<file path="config.mk">
export PLATFORM = sky130hd
export DESIGN_NAME = hazard_sequencer
export DESIGN_NICKNAME = d
export VERILOG_FILES = /design/src/rtl/hazard_sequencer.sv
export SDC_FILE = /design/constraint.sdc
export NUM_CORES = 1
export LEC_CHECK = 0
export ABC_CLOCK_PERIOD_IN_PS = 4500
export BUFFER_PORTS_ARGS = -buffer_cell sky130_fd_sc_hd__buf_2
export CORE_ASPECT_RATIO = 1.4
export CORE_UTILIZATION = 53
export CTS_CLUSTER_DIAMETER = 120
export DETAILED_ROUTE_END_ITERATION = 12
export GPL_ROUTABILITY_DRIVEN = 0
export GPL_TIMING_DRIVEN = 0
export PLACE_DENSITY = 0.84
export SLEW_MARGIN = 20
export SYNTH_ARGS = -nofsm -noshare
export SYNTH_HDL_FRONTEND = slang
export SYNTH_SLANG_ARGS = --single-unit
</file>
<file path="constraint.sdc">
create_clock -name clk -period 4.5 [get_ports clk]
set_input_delay 0.225 -clock clk [delete_from_list [all_inputs] [get_ports clk]]
set_output_delay 0.225 -clock clk [all_outputs]
set_load 0.005 [all_outputs]
</file>
<file path="src/rtl/hazard_sequencer.sv">
// hazard_sequencer: pipeline hazard controller beside the decode-stage
// forwarding logic. Detects load-use, taken-branch and multi-cycle mul/div
// occupancy and drives the stage enable, bubble and flush strobes. Keeps a
// saturating count of cycles in which the PC was held.
//
// Optional feature macro: HAZARD_SEQ_MULDIV_EN
//   defined   -> MD_BUSY state, md_cnt down-counter and mul/div stalling built
//   undefined -> ExMulDivStart ignored, FSM never leaves RUN, Busy stays 0,
//                EXMEMBubble is 0 outside reset

module hazard_sequencer #(
    parameter int MULDIV_CYCLES = 4,
    parameter int CNT_W         = 16
) (
    input  logic             clk,
    input  logic             rst,
    input  logic [0:5]       DecRs1,
    input  logic [0:5]       DecRs2,
    input  logic             DecUsesRs1,
    input  logic             DecUsesRs2,
    input  logic [0:5]       ExRd,
    input  logic             ExIsLoad,
    input  logic             ExBranchTaken,
    input  logic             ExMulDivStart,
    output logic             PCWe,
    output logic             IFIDWe,
    output logic             IFIDFlush,
    output logic             IDEXWe,
    output logic             IDEXBubble,
    output logic             EXMEMBubble,
    output logic             Busy,
    output logic [0:CNT_W-1] StallCount
);

`ifdef HAZARD_SEQ_MULDIV_EN
    localparam logic MULDIV_EN = 1'b1;
`else
    localparam logic MULDIV_EN = 1'b0;
`endif

    localparam logic [3:0]       MD_LOAD  = 4'(MULDIV_CYCLES - 2);
    localparam logic [0:CNT_W-1] CNT_MAX  = '1;

    typedef enum logic {
        RUN     = 1'b0,
        MD_BUSY = 1'b1
    } state_t;

    state_t            r_state;
    logic [3:0]        r_mdCnt;
    logic [0:CNT_W-1]  r_stallCount;

    logic              w_loadUse;
    logic              w_mdStart;

    // Hazard qualifiers; register 0 never creates a dependency and the
    // mul/div start is masked off entirely when that feature is not built.
    always_comb begin
        w_loadUse = ExIsLoad && (ExRd != 6'd0) &&
                    ((DecUsesRs1 && (DecRs1 == ExRd)) ||
                     (DecUsesRs2 && (DecRs2 == ExRd)));
        w_mdStart = MULDIV_EN && ExMulDivStart;
    end

    // Mealy stage-control strobes: reset forces everything safe, then
    // occupancy > mul/div start > taken branch > load-use.
    always_comb begin
        PCWe        = 1'b1;
        IFIDWe      = 1'b1;
        IFIDFlush   = 1'b0;
        IDEXWe      = 1'b1;
        IDEXBubble  = 1'b0;
        EXMEMBubble = 1'b0;
        Busy        = 1'b0;
        if (rst) begin
            PCWe        = 1'b0;
            IFIDWe      = 1'b0;
            IDEXWe      = 1'b0;
            IFIDFlush   = 1'b1;
            IDEXBubble  = 1'b1;
            EXMEMBubble = 1'b1;
        end else if (r_state == MD_BUSY) begin
            PCWe        = 1'b0;
            IFIDWe      = 1'b0;
            IDEXWe      = 1'b0;
            EXMEMBubble = 1'b1;
            Busy        = 1'b1;
        end else if (w_mdStart) begin
            PCWe        = 1'b0;
            IFIDWe      = 1'b0;
            IDEXWe      = 1'b0;
            EXMEMBubble = 1'b1;
        end else if (ExBranchTaken) begin
            IFIDFlush   = 1'b1;
            IDEXBubble  = 1'b1;
        end else if (w_loadUse) begin
            PCWe        = 1'b0;
            IFIDWe      = 1'b0;
            IDEXBubble  = 1'b1;
        end
    end

    // Occupancy FSM: the start cycle is the first stall, then md_cnt runs
    // from MULDIV_CYCLES-2 down to 0 in MD_BUSY; new starts there are dropped.
    always_ff @(posedge clk) begin
        if (rst) begin
            r_state <= RUN;
            r_mdCnt <= 4'd0;
        end else begin
            case (r_state)
                RUN: begin
                    if (w_mdStart) begin
                        r_state <= MD_BUSY;
                        r_mdCnt <= MD_LOAD;
                    end
                end
                MD_BUSY: begin
                    if (r_mdCnt == 4'd0) begin
                        r_state <= RUN;
                    end else begin
                        r_mdCnt <= r_mdCnt - 4'd1;
                    end
                end
                default: begin
                    r_state <= RUN;
                    r_mdCnt <= 4'd0;
                end
            endcase
        end
    end

    // Performance counter of PC-hold cycles, sticking at all-ones.
    always_ff @(posedge clk) begin
        if (rst) begin
            r_stallCount <= '0;
        end else if (!PCWe && (r_stallCount != CNT_MAX)) begin
            r_stallCount <= r_stallCount + CNT_W'(1);
        end
    end

    assign StallCount = r_stallCount;

endmodule

</file>
==> impl_results.md <==
* Status: finished, final reports clean
* Startpoint Class: register
* Slowest stage delay, CP at 0.43 ns
* Die X-Extent at 45.05 um
* Top cells by area, synth: dfxtp_1, xnor2_1, mux2_4
* Setup bufs post-CTS at 0
* Synth unique cells at 47
* Multi-input gate area at 867.1 um^2
* Delay-heaviest family, CP: simple AND/OR/NAND/NOR gates
* DR WL met3 at 202 um
* Unrepaired setup endpoints after global routing: no
* Critical path class: register to register
* Post-CTS sizing at 0
* CTS tree: yes
* Final setup fails at 0
* Fmax at 0.4872 GHz
* Async set-reset flop share out of synthesis at 0%
* Hold Crit Class: primary input to register
* Synth area leader: dfxtp_1
* CORE AREA at 0.002417 mm^2
* Pre-CTS setup slack at 2.496 ns
* Finished Core Util at 69.20%
* Clk sinks at 21
* Initial Utilization at 56.88%
* CP cell instances: and3_1 -> and2_1 -> nand3_1 -> nor3_4 -> buf_6 -> nor4_2 -> mux2_4
* Arr. time, crit path at 2.27 ns
* Worst Skew at 0.01190 ns
* Grt ovf at 0
* Leakage at 0.0006645 uW
* Worst Path Buf+Inv at 1
* Share of the synthesized area in the top cell type at 30.57%
* Hold depth at 3
* Row cnt at 21
* First-pass GRT wire length at 5692 um
* FF-to-FF path depth at 7
* Tightest Pin Transition at 0.5172 ns
* Compound-Gate Fraction of Synth Area at 16.65%
* Register area at 420.4 um^2
* Post-Synth Simple-Gate Area at 30.66%
* Gate Count Post-Synth at 158
* Synth Area in XOR/XNOR at 9.554%
* Vias at 1,406
* Power per cell area at 202.6 mW/mm^2
* Largest net degree at the start of global routing at 14
* R2R Path End: StallCount[4]
* Filler Cell Count at 213
* Tcrit/Tclk final at 45.62%
* Reg2reg start: StallCount[7]
* Root buffer cell: clkbuf_4
* Met2 Wirelength at 1821 um
* Antenna-violating nets left at 0
* Post-route DRC at 0
* Register area share after synthesis at 30.57%
* Die height at 62.27 um
* Worst skew pair latency at 0.33 ns
* Yosys reg bits at 21
* Final Hold Fails at 0
* Top routing layer in use: met4
* GRT Overall Usage at 26.48%
* Number of buffers created by CTS at 3
* Post-route setup slack at 2.447 ns
* Hold buffers post-CTS at 0
* Max VDD drop at 0.2269 mV
* Minimum clock period at 2.053 ns
* Reg-to-reg setup timing slack at 2.45 ns
* Final Power at 338.9 uW
* Post-synth EDFFs at 0
* ANT cells at 0
* Total Routed Length at 3349 um
* Mapped Nets at 185
* Initial antenna violation count at 0
* Main synth FF type: dfxtp_1
* H-tree Lvls at 1
* Ys Warns at 0
* Slew HR at 65.52%
* Vias in the first global route at 1,296
* Crit path max fanout at 10
* Mapped Area at 0.001375 mm^2
* Post-DP HPWL at 2649 um
* Met1 WL at 1290 um
* CP max-delay cell: dfxtp_1
* Hold Startpoint: rst
* Reg clk slew, reported paths at 0.13 ns
* I/O pins at 48
* Routed len/inst at 13.90 um
* Post-Synth Adder-Cell Area at 1.820%
* Pre-Repair DR Iteration Count at 4
* Layout cells sized above 1 at 33.82%
* Max-cap violations at 0
* Main combinational cell family by area after synthesis: simple AND/OR/NAND/NOR gates
* Hold EP: StallCount[9]
* Drt via density at 5.834
* Slew Limit Fails at 0
* CTS Buffer Depth at 2
* Die ar. at 0.002805 mm^2
* Layout Nets at 235
* Average cell area after synthesis at 8.703 um^2
* Req. time, crit path at 4.72 ns
* I/O Buffers at 45
* Initial DRC count at 43
* Sum of negative setup slack at 0 ns
* Synth-to-Final Area Change at 21.66%
* Mux contribution to synthesized area at 4.368%
* CP Capture Type: register
==> state kept, by name, summed over array words and instances (netlist names) <==
signal / flops
StallCount: 16
r_state: 1
r_mdCnt: 4
==> power by group <==
part	switching (uW)	total [uW]	internal, uW	leakage [uW]
registers	1.97	189	187	0.000169
logic	26.5	51.3	24.8	0.000481
clock network	64.2	98.4	34.1	0.0000139
total	92.7	339	246	0.000664
==> worst min-delay path, cell delays in order <==
cell	delay, ns
clkbuf_1	0.20
nor2b_1	0.15
mux2_4	0.14
==> placed cells by master (no fill, tap or decap), types with 2 or more instances in the layout <==
cell type   n
a21oi_1     7
a31oi_1     2
and3_1      3
buf_2      46
buf_6       3
clkbuf_1    3
clkbuf_4    3
dfxtp_1    21
ha_1        2
inv_1       7
mux2_4      4
nand2_1    13
nand3_1     8
nand4_1     3
nor2_1     13
nor2b_1     5
nor3_1      2
nor3_2      2
nor4_1      2
nor4_2      2
o21ai_0     2
o311ai_0    3
o31ai_1     3
o41ai_1     5
or2_2       2
or3_1       2
or4_1       4
xnor2_1    13
xor2_1      2
==> metal layers <==
metal  up-vias  global-route usage [%]
li1        673                       -
met1       660                   29.40
met2        69                   46.56
met3         4                   4.651
met4         0                   11.36
met5         -                       0
==> stage by stage <==
stage	instance area (um^2)	hold WS, ns	cells
2_1_floorplan	1375	0.4709	158
3_3_place_gp	1643	0.4665	237
3_5_place_dp	1643	0.5054	237
4_1_cts	1673	0.4011	241
5_1_grt	1673	0.4351	241
6_report	1673	0.4048	241
==> worst max-delay path by stage <==
| stage | from | to | slack (ns) | cells past startpoint |
|---|---|---|---|---|
| CTS | StallCount[7] | StallCount[4] | 2.45 | 7 |
| global route | StallCount[7] | StallCount[0] | 2.33 | 6 |
| floorplan | StallCount[7] | StallCount[0] | 2.69 | 6 |
| global placement | StallCount[12] | StallCount[4] | 2.54 | 7 |
| finish | StallCount[7] | StallCount[4] | 2.45 | 7 |
| detailed placement | StallCount[12] | StallCount[4] | 2.50 | 7 |
==> synth_stat cells, types with 2 or more instances <==
library cell	number
or4_1	4
ha_1	2
and3_1	3
xor2_1	2
nor3_1	2
nand4_1	3
or3_1	2
nor2_1	13
mux2_4	4
o41ai_1	5
nand3_1	8
xnor2_1	13
nor2b_1	5
nand2_1	13
nor3_2	2
a21oi_1	7
nor4_1	2
buf_6	3
o21ai_0	2
a31oi_1	2
clkbuf_1	3
dfxtp_1	21
or2_2	2
o31ai_1	3
nor4_2	2
inv_1	7
o311ai_0	3
==> layout make-up <==
| class | count | share of cell area, % |
|---|---|---|
| Buffer | 9 | 3.665 |
| Clock buffer | 3 | 1.346 |
| Clock inverter | 1 | 0.4488 |
| Inverter | 7 | 1.571 |
| Multi-Input combinational cell | 121 | 51.83 |
| Sequential cell | 21 | 25.13 |
| Tap cell | 34 | 2.543 |
| Timing Repair Buffer | 45 | 13.46 |
==> logic make-up after synthesis <==
family	Yosys count
and+or+nand+nor	70
AOI/OAI and AO/OA	30
DFF	21
xor gates and xnor gates	15
buffers and inverters	16
adders and majority gates	2
muxes	4
Power figures use the tool's default switching activity.
